===== config.mk =====
export PLATFORM = sky130hd
export DESIGN_NAME = mem_batch_ctrl
export DESIGN_NICKNAME = d
export VERILOG_FILES = /design/src/rtl/mem_batch_ctrl.sv
export SDC_FILE = /design/constraint.sdc
export NUM_CORES = 1
export LEC_CHECK = 0
export CORE_MARGIN = 1
export CORE_UTILIZATION = 50
export CTS_CLUSTER_DIAMETER = 60
export DETAILED_ROUTE_END_ITERATION = 7
export PLACE_DENSITY = 0.85
export SLEW_MARGIN = 20
export SYNTH_ARGS = -nofsm -noshare
export SYNTH_HDL_FRONTEND = slang
export SYNTH_SLANG_ARGS = --single-unit

===== constraint.sdc =====
create_clock -name clk -period 3 [get_ports clk]
set_clock_uncertainty 0.15 [all_clocks]
set_input_delay 0.75 -clock clk [delete_from_list [all_inputs] [get_ports clk]]
set_output_delay 0.75 -clock clk [all_outputs]
set_load 0.02 [all_outputs]

===== src/rtl/mem_batch_ctrl.sv =====
// Purpose : gathers four stream words into staging slots, pulses a single bank
//           load enable, then holds the batch until the consumer acknowledges it.
// Latency : bank enable in the cycle after the 4th accept; batch_valid one cycle later.
// Backpres: in_ready is low from the commit cycle until consume_ack is seen in HOLD.
//
// Ports:
//   clk, rst (sync, active-low)      - clock and reset
//   in_valid/in_ready/in_data        - upstream word stream
//   abort                            - drop the partial batch (FILL only)
//   consume_ack                      - downstream took the batch (HOLD only)
//   mem_en, mem_in0..3               - bank load enable and staged words
//   batch_valid, fill_cnt, batch_cnt - status
module mem_batch_ctrl #(
    parameter int W = 10
) (
    input  logic         clk,
    input  logic         rst,
    input  logic         in_valid,
    input  logic [W-1:0] in_data,
    output logic         in_ready,
    input  logic         abort,
    input  logic         consume_ack,
    output logic         mem_en,
    output logic [W-1:0] mem_in0,
    output logic [W-1:0] mem_in1,
    output logic [W-1:0] mem_in2,
    output logic [W-1:0] mem_in3,
    output logic         batch_valid,
    output logic [1:0]   fill_cnt,
    output logic [7:0]   batch_cnt
);

    typedef enum logic [1:0] {
        S_FILL   = 2'd0,
        S_COMMIT = 2'd1,
        S_HOLD   = 2'd2
    } state_t;

    state_t              state_q, state_d;
    logic [3:0][W-1:0]   slot_q, slot_d;
    logic [1:0]          fill_cnt_q, fill_cnt_d;
    logic [7:0]          batch_cnt_q, batch_cnt_d;
    logic                mem_en_q, mem_en_d;
    logic                batch_valid_q, batch_valid_d;

    always_comb begin
        state_d       = state_q;
        slot_d        = slot_q;
        fill_cnt_d    = fill_cnt_q;
        batch_cnt_d   = batch_cnt_q;
        mem_en_d      = 1'b0;
        batch_valid_d = batch_valid_q;

        unique case (state_q)
            S_FILL: begin
                // abort wins over a same-cycle word: the word is dropped
                if (abort) begin
                    fill_cnt_d = 2'd0;
                end else if (in_valid) begin
                    slot_d[fill_cnt_q] = in_data;
                    // 2-bit counter wraps 3 -> 0 on the batch-completing word
                    fill_cnt_d = fill_cnt_q + 2'd1;
                    if (fill_cnt_q == 2'd3) begin
                        state_d  = S_COMMIT;
                        mem_en_d = 1'b1;
                    end
                end
            end
            S_COMMIT: begin
                batch_cnt_d   = batch_cnt_q + 8'd1;
                batch_valid_d = 1'b1;
                state_d       = S_HOLD;
            end
            S_HOLD: begin
                if (consume_ack) begin
                    batch_valid_d = 1'b0;
                    state_d       = S_FILL;
                end
            end
            default: begin
                state_d = S_FILL;
            end
        endcase
    end

    always_ff @(posedge clk) begin
        if (!rst) begin
            state_q       <= S_FILL;
            slot_q        <= '0;
            fill_cnt_q    <= 2'd0;
            batch_cnt_q   <= 8'd0;
            mem_en_q      <= 1'b0;
            batch_valid_q <= 1'b0;
        end else begin
            state_q       <= state_d;
            slot_q        <= slot_d;
            fill_cnt_q    <= fill_cnt_d;
            batch_cnt_q   <= batch_cnt_d;
            mem_en_q      <= mem_en_d;
            batch_valid_q <= batch_valid_d;
        end
    end

    // ready depends on registered state only, never on in_valid/abort
    assign in_ready    = (state_q == S_FILL);
    assign mem_en      = mem_en_q;
    assign batch_valid = batch_valid_q;
    assign fill_cnt    = fill_cnt_q;
    assign batch_cnt   = batch_cnt_q;
    assign mem_in0     = slot_q[0];
    assign mem_in1     = slot_q[1];
    assign mem_in2     = slot_q[2];
    assign mem_in3     = slot_q[3];

endmodule


* Yosys cells after proc, flatten, opt, wreduce, memory -nomap -nowiden
Cells that the tools add are included.
Word-level totals: bits of input ports 15, flip-flop bits (word level) 54, word-level logic and storage cells 46
Cells by class: add/sub/neg operators 2, equality and inequality tests 7, reductions and logical operators 9, bitwise gates (word level) 4, muxes and demuxes 13, $lt $le $gt $ge 2
Operator list (count):
- 40-bit bitwise mux | 1
- 10-bit demux with 2-bit select | 1
- 2-bit 2-to-1 mux | 6
- 10-bit 2-to-1 mux | 1
- 8-bit by 1-bit adder with 8-bit output, second input constant | 1
- 2-bit inequality test, second input constant | 3
- 2-bit case mux with 3 select lines | 1
- 2-bit equality test, second input constant | 2
- 1-bit NOT | 4
- 2-bit AND reduction | 2
- 4-bit AND reduction | 1
- 2-bit nonzero test | 2
- 4-bit OR reduction | 1
- 2-bit by 3-bit < comparator with 1-bit output, second input constant | 1
- 3-bit AND reduction | 1
- 2-bit by 1-bit adder with 2-bit output, second input constant | 1
- 2-bit by 1-bit equality test with 1-bit output, second input constant | 1
- 2-bit by 1-bit >= comparator with 1-bit output, second input constant | 1
- 2-bit logical NOT | 1
- 1-bit 2-to-1 mux | 2
- 2-bit by 1-bit inequality test with 1-bit output, second input constant | 1
- 1-bit case mux with 2 select lines | 1
- 1-bit logical AND | 1

* Logic depth before layout (Yosys ltp)
Gate-level depths: netlist of the first run.
depth after elaboration 5, mapped depth 5, depth with buffers taken out 5

* Worst setup path before layout of the first run
Ideal clock, no wire load.
path type input to register, start point input port abort, end point register slot_q (netlist bit mem_in3[1]), required time 2.718 ns, arrival time 1.601 ns, path slack 1.117 ns, setup time 0.132 ns, path buffers 1, cell stages on the path 4, cell sequence or4b_4 -> buf_6 -> o21ai_1 -> a21oi_1
Between the ends: cells in the longest elaborated chain, start to end 2
Ends and longest elaborated chain:
- start: declaration | RTL line 21 | input logic abort,
- 1-bit NOT (no source line)
- 3-bit AND reduction (no source line)
- end signal: assignment | RTL line 96 | slot_q <= slot_d;
- end: declaration | RTL line 40 | logic [3:0][W-1:0] slot_q, slot_d;
No other way between the ends. A chain may end at the register's enable or synchronous reset.

* Final worst setup path of the first run
start point register state_q[0], end point output port in_ready
Between the ends: cells in the longest elaborated chain, start to end 1
Ends and longest elaborated chain:
- start: declaration | RTL line 39 | state_t state_q, state_d;
- start signal: assignment | RTL line 95 | state_q <= state_d;
- 2-bit logical NOT | RTL line 105 | assign in_ready = (state_q == S_FILL);
- end: declaration | RTL line 20 | output logic in_ready,
No other way between the ends.

==> results, run 1 <==
- The count of pins on the block boundary is 68.
- The finished layout cell area is 2970 µm².
- After floorplanning, the core was divided into 23 placement rows.
- The residual antenna-violating net count after detailed routing is 0.
- Dividing total power by cell area gives a power density of 456.1 nW/µm².
- Along the worst hold path, the cell count comes to 2.
- Along the worst path, the maximum fanout reaches 10.
- The yosys synthesis warning count is 0.
- The mean routed wirelength per cell is 15.59 µm.
- The distinct cell type count after synthesis is 30.
- In this run the power spent charging and discharging nets is 331.2 µW.
- The sum of negative setup slack is 0 ns.
- The clock-pin transition on the worst setup and hold timing paths is 0.10 ns.
- Of the total power, the share spent switching nets is 0.2444.
- The flow ran to the end, and the final reports show no timing, DRC or antenna violations.
- The number of vias per cell after detailed routing is 5.765.
- For this design, the sink count on the clock tree is 54.
- The master of the slowest instance on the critical path is dfxtp_1.
- The number of cells traversed by the worst register-to-register path is 3.
- Setup repair after global routing left no endpoint under its margin.
- For the pin with the worst max-slew slack, the measured transition is 0.4984 ns.
- The cell chosen for the clock root is clkbuf_8.
- For this design the static power due to leakage is 0.001014 µW.
- The number of global-route vias before repair is 1826.
- The startpoint identified for the worst register-to-register timing path is state_q[0].
- The placeable core area is 4144 µm².
- The congestion estimate from routability-driven global placement came to 0.7434.
- Max-cap violations in this run came to 0.
- The total overflow left after global routing is 0.
- The number of remaining DRC errors is 0.
- The all-layer global routing usage is 0.2542.
- The post-CTS setup buffer count is 0.
- The hold violation count in the final report is 0.
- The maximum clock path buffer count is 2.
- For this run, the detailed router's first-pass iteration total came to 4.
- The part of the total power dissipated in sequential elements is 0.541.
- Counting every net in the synthesized netlist gives 274.
- The global-route wire length before repair is 8673 µm.
- In this run the cell area of the synthesized design comes to 2231 µm².
- The share of power burned in combinational logic is 0.092.
- The final critical delay including setup and external delays is 2.443 ns.
- After detailed routing, the total wire length is 5644 µm.
- The path with the worst hold slack has its endpoint at mem_in3[0].
- Setup violations remaining at the end of the flow were counted as 0.
- At the end of the flow, the number of nets in the layout was 331.
- The endpoint identified for the worst register-to-register timing path is mem_in0[6].
- The worst IR drop on VDD is 0.0002912 V.
- Counting both buffers and inverters, the worst setup path holds a total of 1.
- The largest net degree at the start of global routing is 43.
- The final number of max-transition violations was 0.
- The nature of the critical path startpoint is a flop.
- The internal power of the cells is 1024 µW.
- The clock tree from TritonCTS is yes.
- The floorplan die height is 68.80 µm.
- The path class of the tightest hold or removal check is flop to flop.
- The post-cts sizing count is 0.
- The post-synthesis cell count is 254.
- STA classifies the critical path endpoint as a primary output.
- The floorplan step set the die width to 68.80 µm.
- The number of buffers inserted during clock tree synthesis is 5.
- Of the post-synthesis cell area, the dominant cell type holds 0.4846.
- The share of total power dissipated in the clock network is 0.368.
- The total via count after detailed routing is 2087.
- The largest area contributor in the netlist is dfxtp_1.
- The count of state elements after synthesis is 54.
- The family with the most delay on the worst path is flip-flops.
- In the finished design, the share of the clock period the worst path needs comes to 0.8145.
- The number of design-rule violations left by the first detailed-router iteration is 218.
- The worst pin sits at a relative slew slack of 0.6673.
- Data arrives at the worst endpoint at 1.54 ns.
- The critical hold path startpoint is mem_in3[0].
- The H-tree was split into 2 levels.
- The initial antenna violation count was 0.
- The effective utilization at floorplan is 0.5383.
- At the placement stage, the worst setup path has a slack of 0.3612 ns.
- The average size of a mapped cell is 8.783 µm².
- Relative to the synthesized area, the layout overhead comes to 33.15%.
- The critical path goes through nor2_1, clkdlybuf4s50_1.
- Across all setup checks in the final design, the least slack found is 0.5566 ns.
- Port buffering added 67 buffers.
- The largest incremental delay on the critical path is 0.61 ns.
- The slack of the worst reg-to-reg path is 1.11 ns.
- In the layout the commonest cells are clkdlybuf4s50_1 (67), dfxtp_1 (54), a21oi_1 (46), nand3_1 (41), o21ai_1 (34).
- The die covers 4733 µm².
- Once placement finished, the instance area stood at 2858 µm².
- The critical path class is flop to primary output.
- The share of layout cells above drive strength 1 is 0.06090.
- The number of antenna diodes in the final layout is 0.
- The total of hold buffers inserted after clock tree synthesis is 0.
- After synthesis, the cell types taking the most area are dfxtp_1 (48%), a21oi_1 (10%), nand3_1 (9.2%).
- The sequential share of the synthesized area is 0.4846.
- For the worst-skew pair, the clock arrives at the later sink with an insertion delay of 0.31 ns.
- The highest clock rate is 0.4093 GHz.
- At the worst endpoint, the required time is 2.10 ns.
- The final HPWL from detailed placement is 3789 µm.
- Leaving out fill and tap cells, the most frequent cell in the layout is clkdlybuf4s50_1.
[layout make-up]
| cell class | count | area [µm²] |
|---|---|---|
| fillers | 331 | 1174 |
| flip-flops and latches | 54 | 1081 |
| multi-input cells | 172 | 991.0 |
| repair buffers | 70 | 693.2 |
| clock buffers | 5 | 68.82 |
| well taps | 50 | 62.56 |
| clock inverters | 3 | 43.79 |
| inverters | 8 | 30.03 |
[metrics by stage]
stage	utilization	std cells	hold slack [ns]	power, µW
2_1_floorplan	-	254	0.3906	815.3
3_3_place_gp	0.6896	354	0.2974	869.7
3_5_place_dp	0.6896	354	0.3114	871.4
4_1_cts	0.7168	362	0.3251	1357
5_1_grt	0.7168	362	0.3443	1397
6_report	0.7168	362	0.3231	1355
[power groups by stage]
stage | combinational, µW | sequential, µW | clock (µW)
floorplan | 56.0 | 759 | 0
global placement | 121 | 749 | 0
detailed placement | 123 | 749 | 0
CTS | 123 | 732 | 501
global route | 132 | 734 | 532
finish | 124 | 732 | 498
[logic make-up after synthesis]
| family | Yosys count | share of synthesized area |
|---|---|---|
| AO/OA/AOI/OAI | 93 | 0.2210 |
| AND/OR/NAND/NOR | 70 | 0.1784 |
| flip-flops | 54 | 0.4846 |
| buffers and inverters | 28 | 0.07123 |
| adder cells (fa/ha/maj) | 5 | 0.02804 |
| XOR/XNOR | 2 | 0.007853 |
| multiplexers | 2 | 0.008974 |
[metal layers]
layer	GRT usage	vias up	wire, µm
met1	0.3259	988	2435
met3	0.04605	11	300
met4	0.1250	0	109
met2	0.4093	68	2798
li1	-	1020	-
met5	0	-	0
[flip-flops by register name, indices dropped and copies added, names as in the netlist]
signal,flops
fill_cnt,2
mem_in2,10
state_q,2
batch_cnt,8
batch_valid,1
mem_in1,10
mem_in3,10
mem_in0,10
mem_en,1
[worst register-to-register path: cells and delay by family, from the launching register on]
kind	cells	cell delay, ns
flip-flops	1	0.46
AND/OR/NAND/NOR	1	0.82
AO/OA/AOI/OAI	2	0.35
[cells in the mapped netlist]
cell type  count
nand2b_1       1
xnor2_1        1
o31ai_1        5
buf_4          1
nor2b_1        1
inv_1          7
nor2_1         8
buf_6          6
nand3b_1       2
nor3b_1        1
buf_2          4
clkbuf_1       9
nor3_1         2
nand3b_4       1
xor2_1         1
o21ai_2        4
or4b_4         1
o21ai_1       34
inv_2          1
mux2i_1        2
nor4b_4        1
dfxtp_1       54
or4_1          3
ha_1           5
nand2_1        5
nand3_1       41
a21oi_1       46
o21ai_0        4
or3_1          1
nand4_1        2
[worst max-delay path by stage]
| stage | depth (start not counted) | slack [ns] | endpoint | startpoint |
|---|---|---|---|---|
| floorplan | 4 | 1.12 | mem_in3[1] | abort |
| global placement | 4 | 0.41 | mem_in0[6] | abort |
| detailed placement | 4 | 0.36 | mem_in0[6] | abort |
| CTS | 2 | 0.56 | in_ready | state_q[0] |
| global route | 2 | 0.50 | in_ready | state_q[0] |
| finish | 2 | 0.56 | in_ready | state_q[0] |
Power figures use the tool's default switching activity.
==> run 2: changes to the inputs <==
- CORE_UTILIZATION: 50 -> 46
- PLACE_DENSITY: 0.85 -> 0.79
- clock period: 3 -> 2.4 ns (I/O delays scaled with it)
==> results, run 2 (synthesized netlist as in run 1, its figures left out) <==
- Outcome: complete, no violations (unchanged).
- The residual antenna-violating net count after detailed routing was 0 (unchanged).
- The endpoint class of the critical path is a primary output (unchanged).
- The power per cell area was 534.0 nW/µm² (was 456.1 nW/µm²).
- The global-route wire length before repair is 9183 µm (was 8673 µm).
- The number of design-rule violations left by the first detailed-router iteration is 198 (was 218).
- The worst IR drop on VDD is 0.0002743 V (was 0.0002912 V).
- The post-synthesis to final-layout area growth was 34.83% (was 33.15%).
- The critical path class is flop to primary output (unchanged).
- Dividing the final minimum period by the clock period gives 0.9452.
- The count of endpoints failing setup in the final report is 0 (unchanged).
- Cell Chain, Critical Path: nor2_1, clkdlybuf4s50_1 (unchanged).
- The source-to-sink clock delay at the later pin of the worst-skew pair is 0.31 ns (about the same).
- The all-layer global routing usage came to 0.2299 (was 0.2542).
- The effective utilization at floorplan was 0.4953 (was 0.5383).
- The critical register-to-register path endpoint is mem_in0[6] (unchanged).
- The overall power after layout was 1606 µW (was 1355 µW).
- The worst hold slack is 0.3257 ns (was 0.3231 ns).
- The number of placed instances with taps included is 358 (was 354).
- The beginning of the worst register-to-register path is state_q[0] (unchanged).
- The cell chosen for the clock root is clkbuf_8 (unchanged).
- The nature of the critical path startpoint is a flop (unchanged).
- The total number of clock tree sinks came to 54 (unchanged).
- The placeable core area is 4504 µm² (was 4144 µm²).
- The wire length after detailed routing came to 5701 µm (was 5644 µm).
- The width of the chip is 71.64 µm (was 68.80 µm).
- The maximum clock path buffer count is 2 (unchanged).
- The number of remaining DRC errors is 0 (unchanged).
- Top library cells by usage in the layout, fill and taps aside: clkdlybuf4s50_1 (67), dfxtp_1 (54), a21oi_1 (46), nand3_1 (41), o21ai_1 (34) (unchanged).
- For this run, the top clock speed supported by timing is 0.4408 GHz.
- The largest net degree at the start of global routing is 43 (unchanged).
- The clock tree from TritonCTS is yes (unchanged).
- The number of nets in the finished design was 333 (was 331).
- The slack of the worst reg-to-reg path is 0.65 ns (was 1.11 ns).
- The number of instances on the worst hold path is 2 (unchanged).
- The mean routed wirelength per cell was 15.58 µm (was 15.59 µm).
- The critical hold path startpoint is mem_in0[0] (was mem_in3[0]).
- The final HPWL from detailed placement was 3927 µm (was 3789 µm).
- The final global-route overflow total was 0 (unchanged).
- The commonest non-fill, non-tap cell in the layout was clkdlybuf4s50_1 (unchanged).
- The count of pins on the block boundary is 68 (unchanged).
- The number of optimization iterations in the first detailed-route pass was 4 (unchanged).
- The count of max-cap constraint violations is 0 (unchanged).
- The worst-margin pin slew is 0.4278 ns (was 0.4984 ns).
- The number of buffers inserted during clock tree synthesis is 5 (unchanged).
- The required time of the worst setup path was 1.65 ns (was 2.10 ns).
- The hold violation count in the final report came to 0 (unchanged).
- The final cell count without fillers is 366 (was 362).
- The total of hold buffers inserted after clock tree synthesis is 0 (unchanged).
- The leakage dissipation is 0.001026 µW (was 0.001014 µW).
- The maximum fanout count along the critical path is 10 (unchanged).
- The master of the slowest instance on the critical path was dfxtp_1 (unchanged).
- The sum of negative setup slack is 0 ns (unchanged).
- The count of port buffers added during placement is 67 (unchanged).
- The final RePlAce weighted congestion is 0.7701 (was 0.7434).
- The worst-case hold path end point was mem_in0[0] (was mem_in3[0]).
- The deepest level of the CTS H-tree is 2 (unchanged).
- The final number of max-transition violations came to 0 (unchanged).
- The total via count after detailed routing came to 2082 (was 2087).
- Setup repair after global routing missed its margin: no (unchanged).
- The largest incremental delay on the critical path is 0.59 ns (was 0.61 ns).
- The final critical delay including setup and external delays is 2.268 ns.
- The area enclosed by the die boundary was 5132 µm² (was 4733 µm²).
- The final design utilization is 0.6678 (was 0.7168).
- The share of layout cells above drive strength 1 is 0.06688 (was 0.06090).
- The worst slew slack as a fraction of its limit is 0.7144 (was 0.6673).
- The data arrival at the endpoint of the critical path was 1.52 ns (was 1.54 ns).
- The number of vias per cell after detailed routing is 5.689 (was 5.765).
- The count of standard-cell rows is 24 (was 23).
- The number of global-route vias before repair is 1863 (was 1826).
- The number of diodes is 0 (unchanged).
- The floorplan die height is 71.64 µm (was 68.80 µm).
- The fill cell total of the finished layout is 404 (was 331).
- The initial antenna violation count came to 0 (unchanged).
- The clock-pin transition on the worst setup and hold timing paths was 0.09 ns (was 0.10 ns).
- The post-cts sizing count is 0 (unchanged).
- The number of cells traversed by the worst register-to-register path is 4 (was 3).
- The worst hold-check path type was flop to flop (unchanged).
- The post-CTS setup buffer count is 0 (unchanged).
==> run 2: cell count changes in the layout (fill, tap and decap cells not counted), sizes merged <==
cell	delta
clkbuf	+1
buf	+2
bufinv	-1
inv	-1
clkinvlp	+1
==> run 2: worst max-delay path by stage <==
stage                from    endpoint  depth (start not counted)
2_1_floorplan       abort  mem_in3[1]                          4
3_3_place_gp     in_valid  mem_in0[7]                          5
3_5_place_dp     in_valid  mem_in0[6]                          5
4_1_cts        state_q[0]    in_ready                          2
5_1_grt        state_q[0]    in_ready                          2
6_report       state_q[0]    in_ready                          2
==> run 2: stage by stage <==
step	setup slack (ns)	instance area (µm²)
2_1_floorplan	0.6671	2231
3_3_place_gp	0.1432	2913
3_5_place_dp	0.06177	2913
4_1_cts	0.1210	3008
5_1_grt	0.05226	3008
6_report	0.1316	3008
==> run 2: cell type report <==
| type | instances | area, µm² | area share |
|---|---|---|---|
| multi-input cells | 172 | 991.0 | 0.3295 |
| inverters | 8 | 30.03 | 0.009983 |
| flip-flops and latches | 54 | 1081 | 0.3594 |
| clock inverters | 2 | 12.51 | 0.004160 |
| repair buffers | 72 | 745.7 | 0.2479 |
| clock buffers | 6 | 82.58 | 0.02745 |
| well taps | 52 | 65.06 | 0.02163 |
==> run 2: report_power, final <==
group | internal (µW) | switching (µW) | leakage, µW
Sequential | 907 | 8.26 | 0.000436
Clock | 232 | 293 | 0.0000472
Combinational | 67.9 | 97.1 | 0.000542
Total | 1210 | 399 | 0.00103
==> run 2: worst max-delay path, delay by kind of cell (launching register included) <==
family	cells	cell delay, ns
and+or+nand+nor	1	0.08
buffers and inverters	1	0.55
DFF	1	0.59
==> run 2: routing by layer <==
layer,wire length (µm),global-route usage,up-vias
met4,140,0.08061,0
li1,-,-,1025
met1,2539,0.3088,967
met3,359,0.05204,12
met5,0,0,-
met2,2662,0.3648,78
